File: src/rtl/sprite_draw_sched.sv
// Frame-level sprite scheduler: walks the sprite table in index order on each
// frame request and hands every enabled entry to the drawer, one job at a time.
module sprite_draw_sched #(
   parameter int NUM_SPRITES = 16,
   parameter int IDX_W       = 4,
   parameter int TIMEOUT     = 1024
) (
   input  logic             clk,
   input  logic             rst_n,
   input  logic             tbl_we,
   input  logic [IDX_W-1:0] tbl_addr,
   input  logic [16:0]      tbl_coord,
   input  logic [7:0]       tbl_img,
   input  logic             tbl_en,
   input  logic             frame_start,
   output logic             busy,
   output logic             frame_done,
   output logic             timeout_err,
   output logic             draw_start,
   output logic [16:0]      draw_coord,
   output logic [7:0]       draw_img,
   input  logic             draw_done
);

   localparam int CNT_W = $clog2(TIMEOUT);
   localparam logic [IDX_W-1:0] LAST_IDX = IDX_W'(NUM_SPRITES - 1);
   localparam logic [CNT_W-1:0] LAST_CNT = CNT_W'(TIMEOUT - 1);

   typedef enum logic [2:0] {
      IDLE,
      SCAN,
      ISSUE,
      WAIT_CLR,
      WAIT_DONE,
      FIN
   } state_t;

   state_t state, state_nx;

   logic [IDX_W-1:0]       idx;
   logic [CNT_W-1:0]       tcnt;
   logic [16:0]            ent_coord [NUM_SPRITES];
   logic [7:0]             ent_img   [NUM_SPRITES];
   logic [NUM_SPRITES-1:0] ent_en;

   logic cur_en;
   logic at_last;
   logic job_end;

   always_comb begin
      cur_en  = ent_en[idx];
      at_last = (idx == LAST_IDX);
      job_end = draw_done || (tcnt == LAST_CNT);
   end

   always_ff @(posedge clk or negedge rst_n) begin
      if (!rst_n) begin
         ent_en    <= '0;
         ent_coord <= '{default: '0};
         ent_img   <= '{default: '0};
      end else if (tbl_we) begin
         ent_en[tbl_addr]    <= tbl_en;
         ent_coord[tbl_addr] <= tbl_coord;
         ent_img[tbl_addr]   <= tbl_img;
      end
   end

   always_ff @(posedge clk or negedge rst_n) begin
      if (!rst_n) state <= IDLE;
      else        state <= state_nx;
   end

   always_comb begin
      state_nx = state;
      case (state)
         IDLE:      if (frame_start) state_nx = SCAN;
         SCAN: begin
            if (cur_en)       state_nx = ISSUE;
            else if (at_last) state_nx = FIN;
         end
         ISSUE:     state_nx = WAIT_CLR;
         WAIT_CLR:  state_nx = WAIT_DONE;
         WAIT_DONE: if (job_end) state_nx = at_last ? FIN : SCAN;
         FIN:       state_nx = IDLE;
         default:   state_nx = IDLE;
      endcase
   end

   // idx only advances past an entry once it is finished with, so it never wraps
   always_ff @(posedge clk or negedge rst_n) begin
      if (!rst_n) begin
         idx         <= '0;
         tcnt        <= '0;
         timeout_err <= 1'b0;
         draw_coord  <= '0;
         draw_img    <= '0;
      end else begin
         case (state)
            IDLE: begin
               if (frame_start) begin
                  idx         <= '0;
                  timeout_err <= 1'b0;
               end
            end
            SCAN: begin
               if (cur_en) begin
                  draw_coord <= ent_coord[idx];
                  draw_img   <= ent_img[idx];
               end else if (!at_last) begin
                  idx <= idx + 1'b1;
               end
            end
            WAIT_CLR:  tcnt <= '0;
            WAIT_DONE: begin
               tcnt <= tcnt + 1'b1;
               if (job_end) begin
                  if (!draw_done) timeout_err <= 1'b1;
                  if (!at_last)   idx <= idx + 1'b1;
               end
            end
            default: ;
         endcase
      end
   end

   assign busy       = (state != IDLE);
   assign draw_start = (state == ISSUE);
   assign frame_done = (state == FIN);

endmodule

File: config.mk
export PLATFORM = sky130hd
export DESIGN_NAME = sprite_draw_sched
export DESIGN_NICKNAME = d
export VERILOG_FILES = /design/src/rtl/sprite_draw_sched.sv
export SDC_FILE = /design/constraint.sdc
export NUM_CORES = 1
export LEC_CHECK = 0
export ABC_CLOCK_PERIOD_IN_PS = 2200
export CAP_MARGIN = 20
export CORE_ASPECT_RATIO = 1.2
export CORE_MARGIN = 4
export CORE_UTILIZATION = 45
export CTS_BUF_LIST = sky130_fd_sc_hd__clkbuf_4 sky130_fd_sc_hd__clkbuf_8
export DETAILED_ROUTE_END_ITERATION = 16
export PLACE_DENSITY = 0.61
export SYNTH_ARGS = -nofsm -noshare
export SYNTH_HDL_FRONTEND = slang
export SYNTH_SLANG_ARGS = --single-unit
export TNS_END_PERCENT = 5
File: constraint.sdc
create_clock -name clk -period 2.2 [get_ports clk]
set_clock_uncertainty 0.15 [all_clocks]
set_input_delay 0.22 -clock clk [delete_from_list [all_inputs] [get_ports clk]]
set_output_delay 0.22 -clock clk [all_outputs]
set_load 0.01 [all_outputs]
==> impl_metrics.toml, run 1 <==
[min_path]
hold_class = "input pin to flop"

[sta]
holdWs_ns = 0.261
fin_tns_setup_ns = -5.14
rsz0062_at_grt = "yes"
max_slew_margin = 0.604
worst_slack_ns = -0.203
drv_slew = 0
fmax_mhz = 416
fin_crit_ns = 2.40
worst_pin_slew_ns = 0.593
period_share = 1.09
hold_violations = 0
finalSetupViolCount = 30

[synthesis]
ys.warnings.count = 0
ys_top_cells_by_area = "dfrtp_1, mux2_2, mux4_2"
synth-main-ff-cell = "dfrtp_1"
yosysMostFrequentCell = "dfrtp_1"
yosys.area.top_type = "dfrtp_1"
async_flop_share = 1.00
ys_seq_area_frac = 0.560
syn_nets = 1300
syn_area_per_cell_um2 = 16.2
netlist_top_cells_count = "dfrtp_1, mux2_2, mux4_2"
synth_edf_count = 0
ys_types = 47
synth_area_um2 = 20500
yosys.area.top_type_share = 0.560
syn_inst = 1263
ys_seq_elements = 459

[drt]
drc_errors = 0
wl_per_cell_um = 23.7
drt-vias-per-instance = 5.62
dr.first_iter.drc_count = 386
dr_total_vias = 11700
dr.pass1.iters = 4
drtAntennaViolNets = 0
wl_um = 49400

[critical_path]
required_ns = 2.55
critPathLaunchType = "flop"
cp_max_fo = 10
crit_arrival_ns = 2.76
worst_setup_path_end_kind = "flop"
path_class = "flop to flop"
cpPeakStageDelay_ns = 0.52
path_delay_family = "multiplexers"
cp_common_cell = "mux4_2"
path_buf_inv = 2
crit_chain = "buf_12, buf_16, mux4_2, mux4_2, mux2_2"
crit_slowest_cell = "mux4_2"

[outcome]
status = "finished, violations left"
violations = "negative setup slack"

[floorplan]
core_um2 = 45000
start_util = 0.456
rows = 85
io_pins = 64
die-width_um = 203
die_y_um = 242
dieArea_um2 = 49100

[cts]
numCtsBuffers = 76
clk_latency_ns = 0.63
clock-root-buffer = "clkbuf_8"
clockBufferDepth = 3
clock_sinks = 459
htree_levels = 3
cts_tree = "yes"
path_clk_slew_ns = 0.06

[place]
dp_hpwl_um = 30900
dpl.cell_count = 1939
place.gp.congestion = 0.760
portBuffers = 63

[power]
p_total_uw = 27800
p_leak_uw = 0.0104
p_per_area_nw_per_um2 = 1120
ir_drop_mv = 0.502

[flow_run]
drv_cap = 0

[grt]
grt_max_degree = 62
gr-total-overflow = 0
grt_use_total = 0.206
grt_pass1_vias = 12900
grt_pass1_wl_um = 78500
antenna_found_initial = 1

[finish]
layout-drive-gt1-share = 0.579
fin_cells = 2081
nNetsFinal = 1451
syn2layout_area_growth_pct = 20.6
post-route-util = 0.550
n_antenna_cell = 0
-- registers in the layout (all words and copies together) (netlist names) --
| register | flops |
|---|---|
| ent_coord | 272 |
| idx | 4 |
| ent_img | 128 |
| ent_en | 16 |
| state | 3 |
| draw_coord | 17 |
| timeout_err | 1 |
| tcnt | 10 |
| draw_img | 8 |
-- power by group --
part           leakage, uW  total [uW]  internal (uW)  switching [uW]
sequential         0.00565       11700          10500            1160
clock             0.000848        7810           4410            3400
combinational      0.00394        8310           5210            3100
total               0.0104       27800          20200            7660
-- layout by cell type, fill, tap and decap left out, types with 2 or more instances in the layout --
cell type | netlist | layout
buf_12 | 0 | 41
nor2_1 | 19 | 10
mux2i_1 | 9 | 9
o21ai_1 | 0 | 2
clkbuf_16 | 0 | 2
a31oi_1 | 5 | 5
clkdlybuf4s50_1 | 0 | 59
mux4_2 | 123 | 123
nand3_1 | 5 | 5
a221oi_2 | 0 | 2
a21oi_1 | 7 | 7
o21ai_0 | 15 | 13
dlygate4sd3_1 | 0 | 2
clkbuf_8 | 0 | 98
nor2_4 | 0 | 9
and2_1 | 3 | 2
and3_1 | 3 | 2
clkinv_2 | 0 | 7
buf_4 | 9 | 58
dfrtp_4 | 0 | 2
nor3b_1 | 5 | 3
nor3b_2 | 0 | 2
dfrtp_1 | 459 | 455
mux2_2 | 441 | 440
nand3b_1 | 3 | 3
clkinvlp_4 | 0 | 6
clkbuf_4 | 0 | 24
o211ai_1 | 2 | 2
nand2b_2 | 0 | 5
buf_16 | 0 | 2
a211o_1 | 2 | 2
nand2b_1 | 8 | 3
inv_1 | 3 | 2
buf_6 | 2 | 8
o221ai_1 | 2 | 2
nand4_1 | 4 | 4
dfrtp_2 | 0 | 2
nand2_1 | 14 | 13
-- worst paths after layout --
| path | start | endpoint | slack [ns] | cells past startpoint |
|---|---|---|---|---|
| max | idx[0] | draw_coord[2] | -0.20 | 5 |
| min | draw_done | timeout_err | 0.26 | 3 |
| max reg2reg | idx[0] | draw_coord[2] | -0.20 | 5 |
| min reg2reg | tcnt[9] | tcnt[9] | 0.32 | 1 |
| max in group asynchronous | rst_n | ent_coord[62] | 0.60 | 4 |
| min in group asynchronous | rst_n | ent_coord[192] | 0.56 | 3 |
-- logic make-up after synthesis --
logic type,count (synthesis),synth area share
mux,573,0.382
buf+inv,106,0.0224
flops,459,0.560
simple gates,78,0.0203
compound gates,45,0.0147
fa+ha+maj,2,0.00122
-- cell type report --
cell class / instances / area (um2)
tap: 609 / 762
sequential: 459 / 11500
fill: 3636 / 20300
timing repair buffer: 176 / 2100
inverter: 3 / 11.3
clock buffer: 122 / 1530
clock inverter: 14 / 88.8
multi-input combinational: 698 / 8750
-- metal layers --
layer  track usage  part of all wire  wire length (um)  vias to the layer above
met5             0           0.00026                13                        -
met4        0.0659             0.022              1090                        2
met3        0.0320             0.035              1750                       62
met2         0.341              0.50             24700                      197
met1         0.282              0.44             21900                     6365
li1              -                 -                 -                     5073
-- repair_timing --
item	CTS	global route
setup endpoints to repair	33	32
cloned	0	2
endpoints found under the hold margin	459	0
hold buffers	2	0
setup buffers	1	1
pin swaps	4	5
gates resized for setup	23	14
-- tightest hold or removal path: cells and delay by family --
family / cells / cell delay (ns)
AOI/OAI and AO/OA: 1 / 0.16
buffers and inverters: 1 / 0.53
and+or+nand+nor: 1 / 0.07
-- through the flow --
stage / worst slack [ns] / instance area (um2)
6_report: -0.203 / 24700
5_1_grt: -0.275 / 24700
4_1_cts: -0.206 / 24600
3_5_place_dp: -0.276 / 22900
3_3_place_gp: -0.232 / 22900
2_1_floorplan: -0.0410 / 20600
No activity file was read; power rests on OpenSTA's default activity.
==> run 2, diff against run 1 <==
ABC_AREA = 1   (was not set)
==> run 2 against run 1 <==
The flow now finishes without violations. Cell area decreased by 4.1%. Total power fell by 1.8%. Global-route usage up 4.4 points. Critical path type unchanged. Highest routed layer is now met4.
==> impl_metrics.toml, run 2 <==
[critical_path]
path_class = "flop to flop"
cp-startpoint = "idx[1]"
cpPeakStageDelay_ns = 0.56
crit_chain = "inv_2, buf_12, buf_4, o21ai_0, o22ai_1, nand2_1, nand2_1, clkinv_1, nand2_1, nand2_1, nand2_1"
critPathLaunchType = "flop"
worst_setup_path_end_kind = "flop"
path_delay_family = "buffers and inverters"
cp_common_cell = "nand2_1"
required_ns = 2.64
worstReg2RegStart = "idx[1]"
reg2regPathDepth = 11
crit_arrival_ns = 2.54
cp_max_fo = 18
r2r-end = "draw_coord[15]"
crit_slowest_cell = "dfrtp_4"
path_buf_inv = 4
r2r_slack_ns = 0.1

[finish]
seq_area_um2 = 11500
nFillCells = 4184
final_common_cell = "nand2_1"
reg_top3 = "ent_coord: 272 flops, ent_img: 128 flops, draw_coord: 17 flops"
fin_cells = 3140
nNetsFinal = 2522
syn2layout_area_growth_pct = 15.6
layout-drive-gt1-share = 0.0960
post-route-cell-area_um2 = 23700
multi_input_area_um2 = 7860
regMostFlops = "ent_coord"
largest_reg_flops = 272
final_cell_mix = "nand2_1, o21ai_0, dfrtp_1"

[drt]
dr.pass1.iters = 5
wl_per_cell_um = 19.5
drtAntennaViolNets = 0
dr_total_vias = 17400
drt-vias-per-instance = 5.53
dr.first_iter.drc_count = 1434
drc_errors = 0
wl_um = 61300

[synthesis]
ys_seq_area_frac = 0.560
ys_types = 37
ys_seq_elements = 459
yosysMostFrequentCell = "nand2_1"
netlist_top_cells_count = "nand2_1, o21ai_0, dfrtp_1"
syn_inst = 2450
ys_top_cells_by_area = "dfrtp_1, o21ai_0, nand2_1"
synth_area_um2 = 20500
yosys.area.top_type_share = 0.560
ys.warnings.count = 0
syn_nets = 2487
synth-main-ff-cell = "dfrtp_1"
yosys.area.top_type = "dfrtp_1"
syn_area_per_cell_um2 = 8.37
async_flop_share = 1.00
synth_edf_count = 0

[sta]
worst_pin_slew_ns = 0.494
max_slew_margin = 0.670
fin_crit_ns = 2.10
rsz0062_at_grt = "yes"
fmax_mhz = 475
drv_slew = 0
hold_violations = 0
holdWs_ns = 0.0322
finalSetupViolCount = 0
period_share = 0.956

[cts]
path_clk_slew_ns = 0.06
numCtsBuffers = 76
htree_levels = 3
clock-root-buffer = "clkbuf_8"
clock_sinks = 459
clk_latency_ns = 0.65
cts_tree = "yes"
clockBufferDepth = 3

[place]
dpl.cell_count = 3003
dp_hpwl_um = 34200
place.gp.congestion = 0.827
dpl_cell_area_um2 = 22100
portBuffers = 63

[power]
p_leak_uw = 0.0110
ir_drop_mv = 0.559
p_per_area_nw_per_um2 = 1150

[floorplan]
die_y_um = 242
dieArea_um2 = 49100
start_util = 0.456
io_pins = 64
die-width_um = 203
core_um2 = 45000
rows = 85

[grt]
grt_pass1_wl_um = 97200
antenna_found_initial = 1
gr-total-overflow = 0
grt_pass1_vias = 17000
grt_max_degree = 94
grt_use_total = 0.250

[min_path]
hp-start = "tbl_coord[9]"
whs_endpoint = "ent_coord[43]"
hold_class = "input pin to flop"
holdPathStages = 3

[flow_run]
drv_cap = 0

[outcome]
status = "finished clean"
==> run 2: cell types whose count changed after synthesis, moves of 85 or more <==
| cell | previous run | this run |
|---|---|---|
| nor2_1 | 19 | 242 |
| mux2_2 | 441 | 0 |
| inv_1 | 3 | 88 |
| nand2_1 | 14 | 619 |
| mux4_2 | 123 | 0 |
| o21ai_0 | 15 | 600 |
==> run 2: stage by stage <==
step	worst slack, ns	util	TNS, ns	total power, uW
2_1_floorplan	0.480	-	0	16700
3_3_place_gp	0.0984	0.490	0	19600
3_5_place_dp	0.0985	0.490	0	19800
4_1_cts	0.0395	0.527	0	27400
5_1_grt	-0.000882	0.527	-0.000882	29200
6_report	0.0966	0.527	0	27300
==> run 2: power breakdown <==
part | internal (uW) | switching [uW] | total, uW
registers | 10300 | 1040 | 11300
logic | 3180 | 5280 | 8460
clock network | 4150 | 3380 | 7540
total | 17600 | 9710 | 27300
==> run 2: layout make-up <==
cell class | instances | area share
Tap cell | 609 | 0.0321
Multi-Input combinational cell | 1706 | 0.331
Clock inverter | 7 | 0.00211
Inverter | 91 | 0.0147
Clock buffer | 116 | 0.0610
Sequential cell | 459 | 0.485
Timing Repair Buffer | 151 | 0.0744
Antenna cell | 1 | 0.000105
==> run 2: repair_timing <==
item / in CTS / in global routing
setup endpoints to repair: 3 / 14
pin swaps: 0 / 1
buffers inserted: 0 / 1
hold buffers: 12 / 0
hold endpoints to repair: 469 / 0
gates resized for setup: 6 / 6
==> run 2: metal layers <==
| metal | global-route usage | wire (um) | vias up |
|---|---|---|---|
| li1 | - | - | 8185 |
| met1 | 0.354 | 27000 | 8493 |
| met2 | 0.391 | 28500 | 579 |
| met3 | 0.0402 | 3770 | 117 |
| met4 | 0.0963 | 2010 | 0 |
| met5 | 0 | 0 | - |
==> run 2: logic make-up (layout without fill, tap and decap cells) <==
group                      Yosys count  after routing  synth area share
DFF                                459            459             0.560
other                                0              1                 0
buffers and inverters              285            365            0.0601
AOI/OAI and AO/OA                  754            754             0.196
adders and majority gates            2              2           0.00122
xor gates and xnor gates             2              2          0.000854
and+or+nand+nor                    948            948             0.182
==> run 2: worst max-delay path by stage <==
| stage | to | cells past startpoint |
|---|---|---|
| after detailed placement | draw_img[2] | 9 |
| after floorplan | timeout_err | 10 |
| after global placement | draw_img[2] | 9 |
| final | draw_coord[15] | 11 |
| after global routing | draw_img[2] | 10 |
| after CTS | busy | 5 |
==> run 2: worst min-delay path, delay by kind of cell <==
family	cells	cell delay (ns)
AOI/OAI and AO/OA	1	0.07
buffers and inverters	1	0.42
and+or+nand+nor	1	0.07
==> run 3, diff against run 2 <==
ABC_AREA = not set   (was 1)
ABC_CLOCK_PERIOD_IN_PS = 2730   (was 2200)
PLACE_DENSITY = 0.58   (was 0.61)
clock period = 2.73 ns   (was 2.2 ns; I/O delays follow)
==> run 3 against run 2 <==
Combinational power is 28% lower. First-iteration DRC count is 53% lower. Non-clock buffer count is 32 lower. Utilization is 0.31 points higher. Register-to-register slack better by 0.14 ns. Cell area is 0.58% higher. Via count is 34% lower. Count of clock-buffer cells in the layout is 8 higher. Worst hold slack worse by 0.0052 ns. Critical endpoint is now busy.
==> impl_metrics.toml, run 3 (same netlist as run 1, synthesis figures left out) <==
[drt]
top_layer = "met4"
dr.pass1.iters = 4
wl_met1_um = 22100
wl_um = 49000
dr.first_iter.drc_count = 675
drtAntennaViolNets = 0
dr_total_vias = 11400
dr_wl_met3_um = 2190
drt-vias-per-instance = 5.65
drc_errors = 0
wl_met2_um = 23600
wl_per_cell_um = 24.3

[critical_path]
path_class = "flop to output pin"
crit_arrival_ns = 2.07
crit_chain = "buf_4, or3_1, clkdlybuf4s50_1"
path_depth = 3
path_delay_family = "buffers and inverters"
cpPeakStageDelay_ns = 0.50
crit_slowest_cell = "clkdlybuf4s50_1"
worst_setup_path_end_kind = "output pin"
required_ns = 2.31
critPathLaunchType = "flop"
path_buf_inv = 2
reg2regPathDepth = 6
cp_max_fo = 8

[cts]
cts_tree = "yes"
htree_levels = 3
clock-root-buffer = "clkbuf_8"
cts_resized = 0
clk_latency_ns = 0.63
clock_sinks = 459
clockBufferDepth = 3
path_clk_slew_ns = 0.06
numCtsBuffers = 75
hold_buffers = 1
cts_setup_buffers = 0

[sta]
fin_tns_setup_ns = 0
rsz0062_at_grt = "no"
period_share = 0.914
finalSetupViolCount = 0
worst_slack_ns = 0.236
fmax_mhz = 401
fin_crit_ns = 2.49
drv_slew = 0
hold_violations = 0
holdWs_ns = 0.0270
worst_pin_slew_ns = 0.600
max_slew_margin = 0.598

[finish]
largest_reg_flops = 272
regMostFlops = "ent_coord"
syn2layout_area_growth_pct = 16.3
nNetsFinal = 1393
seq_area_um2 = 11500
nFillCells = 3702
final_common_cell = "dfrtp_1"
final_cell_mix = "dfrtp_1, mux2_2, mux4_2"
layout-drive-gt1-share = 0.548
reg_top3 = "ent_coord: 272 flops, ent_img: 128 flops, draw_coord: 17 flops"
multi_input_area_um2 = 8650
post-route-cell-area_um2 = 23900

[floorplan]
core_um2 = 45000
rows = 85
start_util = 0.456
io_pins = 64
die_y_um = 242
dieArea_um2 = 49100
die-width_um = 203

[place]
place.gp.congestion = 0.733
portBuffers = 63
dp_hpwl_um = 27100
post-place-ws_ns = 0.234
dpl_cell_area_um2 = 22300

[grt]
grt_pass1_wl_um = 77700
grt_use_total = 0.206
grt_pass1_vias = 12500
antenna_found_initial = 1
gr-total-overflow = 0
grt_max_degree = 76

[power]
ir_drop_mv = 0.384
p_per_area_nw_per_um2 = 905
p_leak_uw = 0.00999

[flow_run]
drv_cap = 0

[min_path]
hold_class = "input pin to async pin"

[outcome]
status = "finished clean"
[run 3: metal layers]
| metal | vias up | track usage |
|---|---|---|
| met1 | 6166 | 0.299 |
| met4 | 0 | 0.0659 |
| met3 | 69 | 0.0318 |
| met5 | - | 0 |
| li1 | 4947 | - |
| met2 | 211 | 0.324 |
[run 3: worst reg2reg max path, delay by kind of cell (launching register included)]
family	cells	cell delay [ns]
flip-flops	1	0.56
AND/OR/NAND/NOR	2	0.49
adder cells (fa/ha/maj)	1	0.27
AO/OA/AOI/OAI	3	0.92
[run 3: power breakdown]
group / switching, uW / internal [uW] / total, uW / leakage, uW
logic: 2300 / 3810 / 6110 / 0.00353
registers: 899 / 8490 / 9390 / 0.00565
clock network: 2650 / 3440 / 6100 / 0.000813
[run 3: through the flow]
stage	instances	power (uW)	util
floorplan	1263	13700	-
global placement	1887	15600	0.496
detailed placement	1887	15700	0.496
CTS	2014	22000	0.530
global route	2015	22900	0.530
finish	2015	21600	0.530
[run 3: final cells by class]
| cell class | count | area share |
|---|---|---|
| diodes | 1 | 0.000105 |
| clock buffers | 124 | 0.0631 |
| clock inverters | 2 | 0.000524 |
| inverters | 3 | 0.000472 |
| multi-input cells | 698 | 0.363 |
| flip-flops and latches | 459 | 0.482 |
| well taps | 609 | 0.0319 |
| repair buffers | 119 | 0.0596 |
[run 3: path summary, 6_finish.rpt]
| kind | startpoint | endpoint | slack (ns) |
|---|---|---|---|
| max in group asynchronous | rst_n | idx[0] | 1.58 |
| setup / recovery | state[0] | busy | 0.24 |
| min in group clk | draw_done | timeout_err | 0.25 |
| hold reg to reg | tcnt[9] | tcnt[9] | 0.33 |
| setup reg to reg | idx[0] | idx[3] | 0.24 |
| hold / removal | rst_n | ent_img[90] | 0.03 |
